## config.mk

```make
export PLATFORM = sky130hd
export DESIGN_NAME = ks_pipe_sum
export DESIGN_NICKNAME = d
export VERILOG_FILES = /design/src/rtl/ks_pipe_sum.sv
export SDC_FILE = /design/constraint.sdc
export NUM_CORES = 1
export LEC_CHECK = 0
export BUFFER_PORTS_ARGS = -buffer_cell sky130_fd_sc_hd__clkbuf_2
export CELL_PAD_IN_SITES_DETAIL_PLACEMENT = 1
export CELL_PAD_IN_SITES_GLOBAL_PLACEMENT = 1
export CORE_MARGIN = 5
export CORE_UTILIZATION = 30
export DETAILED_ROUTE_END_ITERATION = 6
export GPL_TIMING_DRIVEN = 0
export PLACE_DENSITY = 0.52
export RECOVER_POWER = 100
export SLEW_MARGIN = 10
export SYNTH_ARGS = -nofsm -noshare
export SYNTH_HDL_FRONTEND = slang
export SYNTH_SLANG_ARGS = --single-unit
```

## constraint.sdc

```tcl
create_clock -name clk -period 4.3 [get_ports clk]
set_input_delay 0.43 -clock clk [delete_from_list [all_inputs] [get_ports clk]]
set_output_delay 0.43 -clock clk [all_outputs]
set_load 0.02 [all_outputs]
```

## src/rtl/ks_pipe_sum.sv

```systemverilog
// ks_pipe_sum: flow-controlled Kogge-Stone adder, one registered prefix level per stage.
// Optional macro KS_SUB_EN enables in_sub (a - b with no-borrow carry-out).
module ks_pipe_sum #(
   parameter int WIDTH = 16
) (
   input  logic             clk,
   input  logic             rst,
   input  logic             in_valid,
   output logic             in_ready,
   input  logic [WIDTH-1:0] in_a,
   input  logic [WIDTH-1:0] in_b,
   input  logic             in_cin,
   input  logic             in_sub,
   output logic             out_valid,
   input  logic             out_ready,
   output logic [WIDTH-1:0] out_sum,
   output logic             out_cout
);
   localparam int LEVELS = $clog2(WIDTH);
   localparam int NS     = LEVELS + 2;

   logic [WIDTH-1:0] b_eff;
   logic             c_eff;
   logic [WIDTH:0]   g0_d;
   logic [WIDTH:0]   p0_d;

   // Index 0 of each prefix vector is the carry-in position.
   logic [WIDTH:0]   g_q  [0:LEVELS];
   logic [WIDTH:0]   p_q  [0:LEVELS-1];
   logic [WIDTH:1]   pb_q [0:LEVELS];
   logic [LEVELS:0]  gt_q;
   logic [WIDTH:0]   g_d  [1:LEVELS];
   logic [WIDTH:0]   p_d  [1:LEVELS-1];

   logic [NS-1:0]    v_q;
   logic [NS-1:0]    v_src;
   logic [NS-1:0]    ld;
   logic [WIDTH-1:0] sum_q;
   logic             cout_q;
   logic             unused_ok;

`ifdef KS_SUB_EN
   assign b_eff     = in_sub ? ~in_b : in_b;
   assign c_eff     = in_sub | in_cin;
   assign unused_ok = g_q[LEVELS][WIDTH];
`else
   assign b_eff     = in_b;
   assign c_eff     = in_cin;
   assign unused_ok = ^{in_sub, g_q[LEVELS][WIDTH]};
`endif

   assign g0_d  = {in_a & b_eff, c_eff};
   assign p0_d  = {in_a ^ b_eff, 1'b0};
   assign v_src = {v_q[NS-2:0], in_valid};

   genvar gi, gj;
   generate
      for (gi = 1; gi <= LEVELS; gi++) begin : g_lvl
         localparam int D = 1 << (gi - 1);
         for (gj = 0; gj <= WIDTH; gj++) begin : g_bit
            if (gj >= D) begin : g_comb
               assign g_d[gi][gj] = g_q[gi-1][gj] | (p_q[gi-1][gj] & g_q[gi-1][gj-D]);
            end else begin : g_pass
               assign g_d[gi][gj] = g_q[gi-1][gj];
            end
            // Group propagate is not needed past the last prefix level.
            if (gi < LEVELS) begin : g_prop
               if (gj >= D) begin : g_pcomb
                  assign p_d[gi][gj] = p_q[gi-1][gj] & p_q[gi-1][gj-D];
               end else begin : g_ppass
                  assign p_d[gi][gj] = p_q[gi-1][gj];
               end
            end
         end
      end
   endgenerate

   // A stage loads when it is empty or its contents move on downstream.
   always_comb begin
      logic chain;
      ld    = '0;
      chain = out_ready;
      for (int k = NS - 1; k >= 0; k--) begin
         chain = ~v_q[k] | chain;
         ld[k] = chain;
      end
   end

   always_ff @(posedge clk) begin
      if (rst) begin
         v_q    <= '0;
         sum_q  <= '0;
         cout_q <= 1'b0;
      end else begin
         for (int k = 0; k < NS; k++) begin
            if (ld[k]) v_q[k] <= v_src[k];
         end
         if (ld[NS-1] && v_q[NS-2]) begin
            sum_q  <= pb_q[LEVELS][WIDTH:1] ^ g_q[LEVELS][WIDTH-1:0];
            cout_q <= gt_q[LEVELS] | (pb_q[LEVELS][WIDTH] & g_q[LEVELS][WIDTH-1]);
         end
      end
      if (ld[0]) begin
         g_q[0]  <= g0_d;
         p_q[0]  <= p0_d;
         pb_q[0] <= p0_d[WIDTH:1];
         gt_q[0] <= g0_d[WIDTH];
      end
      for (int k = 1; k <= LEVELS; k++) begin
         if (ld[k]) begin
            g_q[k]  <= g_d[k];
            pb_q[k] <= pb_q[k-1];
            gt_q[k] <= gt_q[k-1];
         end
      end
      for (int k = 1; k < LEVELS; k++) begin
         if (ld[k]) p_q[k] <= p_d[k];
      end
   end

   assign in_ready  = ld[0];
   assign out_valid = v_q[NS-1];
   assign out_sum   = sum_q;
   assign out_cout  = cout_q;
endmodule
```

### After elaboration in Yosys (flattened, before gate mapping)

Memory sizes are Yosys's and may differ from the RTL's.
Cells that the tools add are included.

* muxes and demuxes: 10
* bitwise gates (word level): 167
* reductions and logical operators: 1

Operator list (count)
* AND 1 bit: 98
* bitwise OR 1 bit: 60
* XOR 16 bit: 2
* AND 16 bit: 1
* 2-to-1 mux 1 bit: 10
* NOT 1 bit: 6
* logical AND 1 bit: 1

* register bits after elaboration: 28
* bits in writable memories: 233
* bits of input ports: 38
* output and inout bits: 19
* logic and storage cells: 194
* memories: 3

Memories
* g_q: words 5, width 17, read ports 5, clocked after Yosys merged registers in 0, write ports 5, RTL line 28 `logic [WIDTH:0] g_q [0:LEVELS];`
* pb_q: words 5, width 16, read ports 5, clocked after Yosys merged registers in 0, write ports 5, RTL line 30 `logic [WIDTH:1] pb_q [0:LEVELS];`
* p_q: words 4, width 17, read ports 4, clocked after Yosys merged registers in 0, write ports 4, RTL line 29 `logic [WIDTH:0] p_q [0:LEVELS-1];`

### Depth between registers and ports, before layout

* depth in word-level cells: 9
* depth in mapped cells: 5

### Worst setup path after synthesis

Ideal clock, no wire load.

* path type: reg-to-reg
* from: register v_q[5]
* to: memory g_q[0][34] in the netlist's numbering, enable pin
* library setup time: 0.564 ns
* arrival time: 1.616 ns
* required time: 3.736 ns
* setup slack: 2.121 ns
* cell stages (with the launch flop): 4
* clock period less this slack: 2.179 ns
* cells stage by stage: dfxtp_1 -> and4b_1 -> buf_6 -> nand2_1

RTL lines
* start: declaration: RTL line 35 `logic [NS-1:0] v_q;`
* start signal: indexed assignment: RTL line 96 `if (ld[k]) v_q[k] <= v_src[k];`
* end: declaration: RTL line 28

==> flow_metrics.env <==
export IMPL_run_status="finished with violations"
export IMPL_failed_checks="max-capacitance violations, max-slew violations"
export IMPL_route_top_layer_used="met4"
export IMPL_post_synth_main_area_contributors="edfxtp_1, dfxtp_1, a21o_1, and2_1, ha_1"
export IMPL_cts_htree_levels=1
export IMPL_worst_setup_hold_path_clk_slew_ns=0.06
export IMPL_cts_root_buf="clkbuf_16"
export IMPL_critical_path_endpoint_type="flip-flop"
export IMPL_route_detailed_wl_per_inst_um=14.5
export IMPL_layout_cells_most_common="edfxtp_1"
export IMPL_globalRouteOverflowTotal=0
export IMPL_critical_path_arrival_ns=3.20
export IMPL_number_of_instances_in_the_synthesized_netlist=385
export IMPL_r2r_start="v_q[4]"
export IMPL_post_cts_repair_setup_buffers=0
export IMPL_synthesis_nets=440
export IMPL_die_h_um=171
export IMPL_final_min_period_over_clock_period_pct=72.3
export IMPL_leakage_nw=3.67
export IMPL_irDropWorstVdd_mv=0.272
export IMPL_antenna_violating_nets_left=0
export IMPL_total_power_mw=4.55
export IMPL_io_pins=57
export IMPL_report_final_hold_viol_count=0
export IMPL_first_global_vias=3709
export IMPL_grt_antenna_before_repair=0
export IMPL_coreArea_sq_mm=0.0253
export IMPL_grt_first_pass_wirelength_um=19500
export IMPL_max_slew_margin_pct=-13.3
export IMPL_r2r_setup_slack_ns=1.19
export IMPL_postLayoutSetupSlackWorst_ns=1.19
export IMPL_num_vias=3265
export IMPL_firstDrtPassIters=4
export IMPL_met3RoutedLength_um=464
export IMPL_buffer_ports_inserted=54
export IMPL_required_time_of_the_critical_path_ns=4.39
export IMPL_grt_total_usage_pct=8.30
export IMPL_hold_path_cell_count=1
export IMPL_hpwlAfterDp_um=8310
export IMPL_crit_type="flip-flop to flip-flop"
export IMPL_place_area_sq_mm=0.00845
export IMPL_placedCellCount=770
export IMPL_insertion_delay_ns=0.50
export IMPL_synth_area_leader_cell="edfxtp_1"
export IMPL_synth_top_area_share_pct=77.2
export IMPL_fin_skew_ns=0.0124
export IMPL_drive_above_1_share_pct=16.7
export IMPL_layout_min_cycle_time_ns=3.11
export IMPL_die_w_um=171
export IMPL_numCtsBuffers=23
export IMPL_final_gp_congestion=0.695
export IMPL_synth_sequential_area_ratio_pct=83.1
export IMPL_die_area_sq_mm=0.0291
export IMPL_routed_via_density=4.04
export IMPL_worstPathMaxFanout=32
export IMPL_drc=0
export IMPL_syn_area_sq_mm=0.00774
export IMPL_totalNegativeSetupSlack_ns=0
export IMPL_row_count=58
export IMPL_setup_violations_final=0
export IMPL_cts_num_sinks=222
export IMPL_layout_core_utilization_pct=35.7
export IMPL_dr_first_iter_drc_count=132
export IMPL_detailedPlace_worstSlack_ns=1.77
export IMPL_holdCritStartpoint="in_cin"
export IMPL_fmax_mhz=322
export IMPL_r2r_worst_path_cells=5
export IMPL_synthesis_yosys_warnings=0
export IMPL_regToRegEndpoint="pb_q[0][41]"
export IMPL_cap_viol_max_count=2
export IMPL_post_cts_resize_count=0
export IMPL_syn_mean_instance_area_sq_um=20.1
export IMPL_route_final_wire_length_um=11800
export IMPL_worst_setup_path_startpoint="v_q[4]"
export IMPL_syn_to_final_growth_pct=16.7
export IMPL_diodes=0
export IMPL_fin_worst_hold_slack_ns=0.116
export IMPL_synth_seq_cells=222
export IMPL_critical_path_startpoint_type="flip-flop"
export IMPL_most_common_layout_cells="edfxtp_1, a21o_1, clkbuf_2"
export IMPL_grt_start_max_net_pins=49
export IMPL_worst_hold_path_endpoint="g_q[0][0]"
export IMPL_met1_length_um=5440
export IMPL_tritoncts="done"
export IMPL_worst_slew_pin_transition_ns=1.70
export IMPL_ctsHoldBuffers=0
export IMPL_rsz0062_at_grt="false"
export IMPL_starting_density_of_the_core_pct=30.6
export IMPL_layoutNonFillerInstCount=809
export IMPL_slew_viol_final=75
export IMPL_power_density_cell_area_mw_per_mm2=504
export IMPL_ctsLongestPathBuffers=3
export IMPL_timing_hold_worst_class="input port to flip-flop"
export IMPL_met2RoutedLength_um=5560
export IMPL_final_nets=520
export IMPL_post_synth_num_cell_types=25
export IMPL_final_cell_area_sq_mm=0.00903
-- cell usage after synthesis --
master,count
nor3_4,1
a21oi_2,2
nand3_2,1
and2_1,34
dfxtp_1,23
a22o_1,5
buf_6,4
a22o_2,10
a21o_1,49
buf_2,1
and4b_1,1
nand3_1,1
xor2_1,15
inv_2,1
and2b_4,1
nand2b_4,1
nor2_1,5
a311oi_1,1
ha_1,17
a21oi_1,6
nand4_4,1
inv_1,3
o21ai_0,1
nand2_1,2
edfxtp_1,199
-- where the power goes --
| group | total [mW] | switching, mW | leakage [nW] | internal [mW] |
|---|---|---|---|---|
| Combinational | 0.122 | 0.0497 | 0.956 | 0.0725 |
| Sequential | 2.65 | 0.0925 | 2.39 | 2.56 |
| Clock | 1.78 | 0.748 | 0.330 | 1.03 |
-- worst max path at each step --
stage / end / slack (ns) / cells after the start
floorplan: g_q[0][34] / 2.12 / 3
global placement: pb_q[0][46] / 1.59 / 4
detailed placement: pb_q[0][27] / 1.77 / 4
CTS: in_ready / 1.60 / 4
global route: pb_q[0][42] / 0.89 / 5
finish: pb_q[0][41] / 1.19 / 5
-- cells by family after synthesis --
group           synth area share (%)
compound gates                  7.40
simple gates                    4.20
flops                           83.1
fa+ha+maj                       2.75
xor+xnor                        1.70
buf+inv                        0.840
-- worst max-delay path, cell delays in order, from the launching register on --
cell and delay, ns:
dfxtp_1 0.29, clkbuf_1 0.18, and4b_1 0.25, clkbuf_1 0.19
nand2_1 0.49, clkbuf_1 1.28
-- state kept, by name (all words and copies together) (netlist names) --
name,cells
g_q,81
pb_q,80
p_q,34
out_sum,16
v_q,6
gt_q,4
out_cout,1
-- layer usage --
layer	track usage (%)	vias to the layer above
met5	0	-
met4	3.47	0
met3	1.66	18
met2	13.4	63
met1	11.0	1541
li1	-	1643
-- layout make-up --
| cell class | instances | area, sq um |
|---|---|---|
| Buffer | 5 | 27.5 |
| Clock buffer | 27 | 591 |
| Clock inverter | 12 | 81.3 |
| Fill cell | 2515 | 16300 |
| Inverter | 4 | 15.0 |
| Multi-Input combinational cell | 154 | 1220 |
| Sequential cell | 222 | 6440 |
| Tap cell | 330 | 413 |
| Timing Repair Buffer | 55 | 249 |
(Power assumes the default switching activity.)
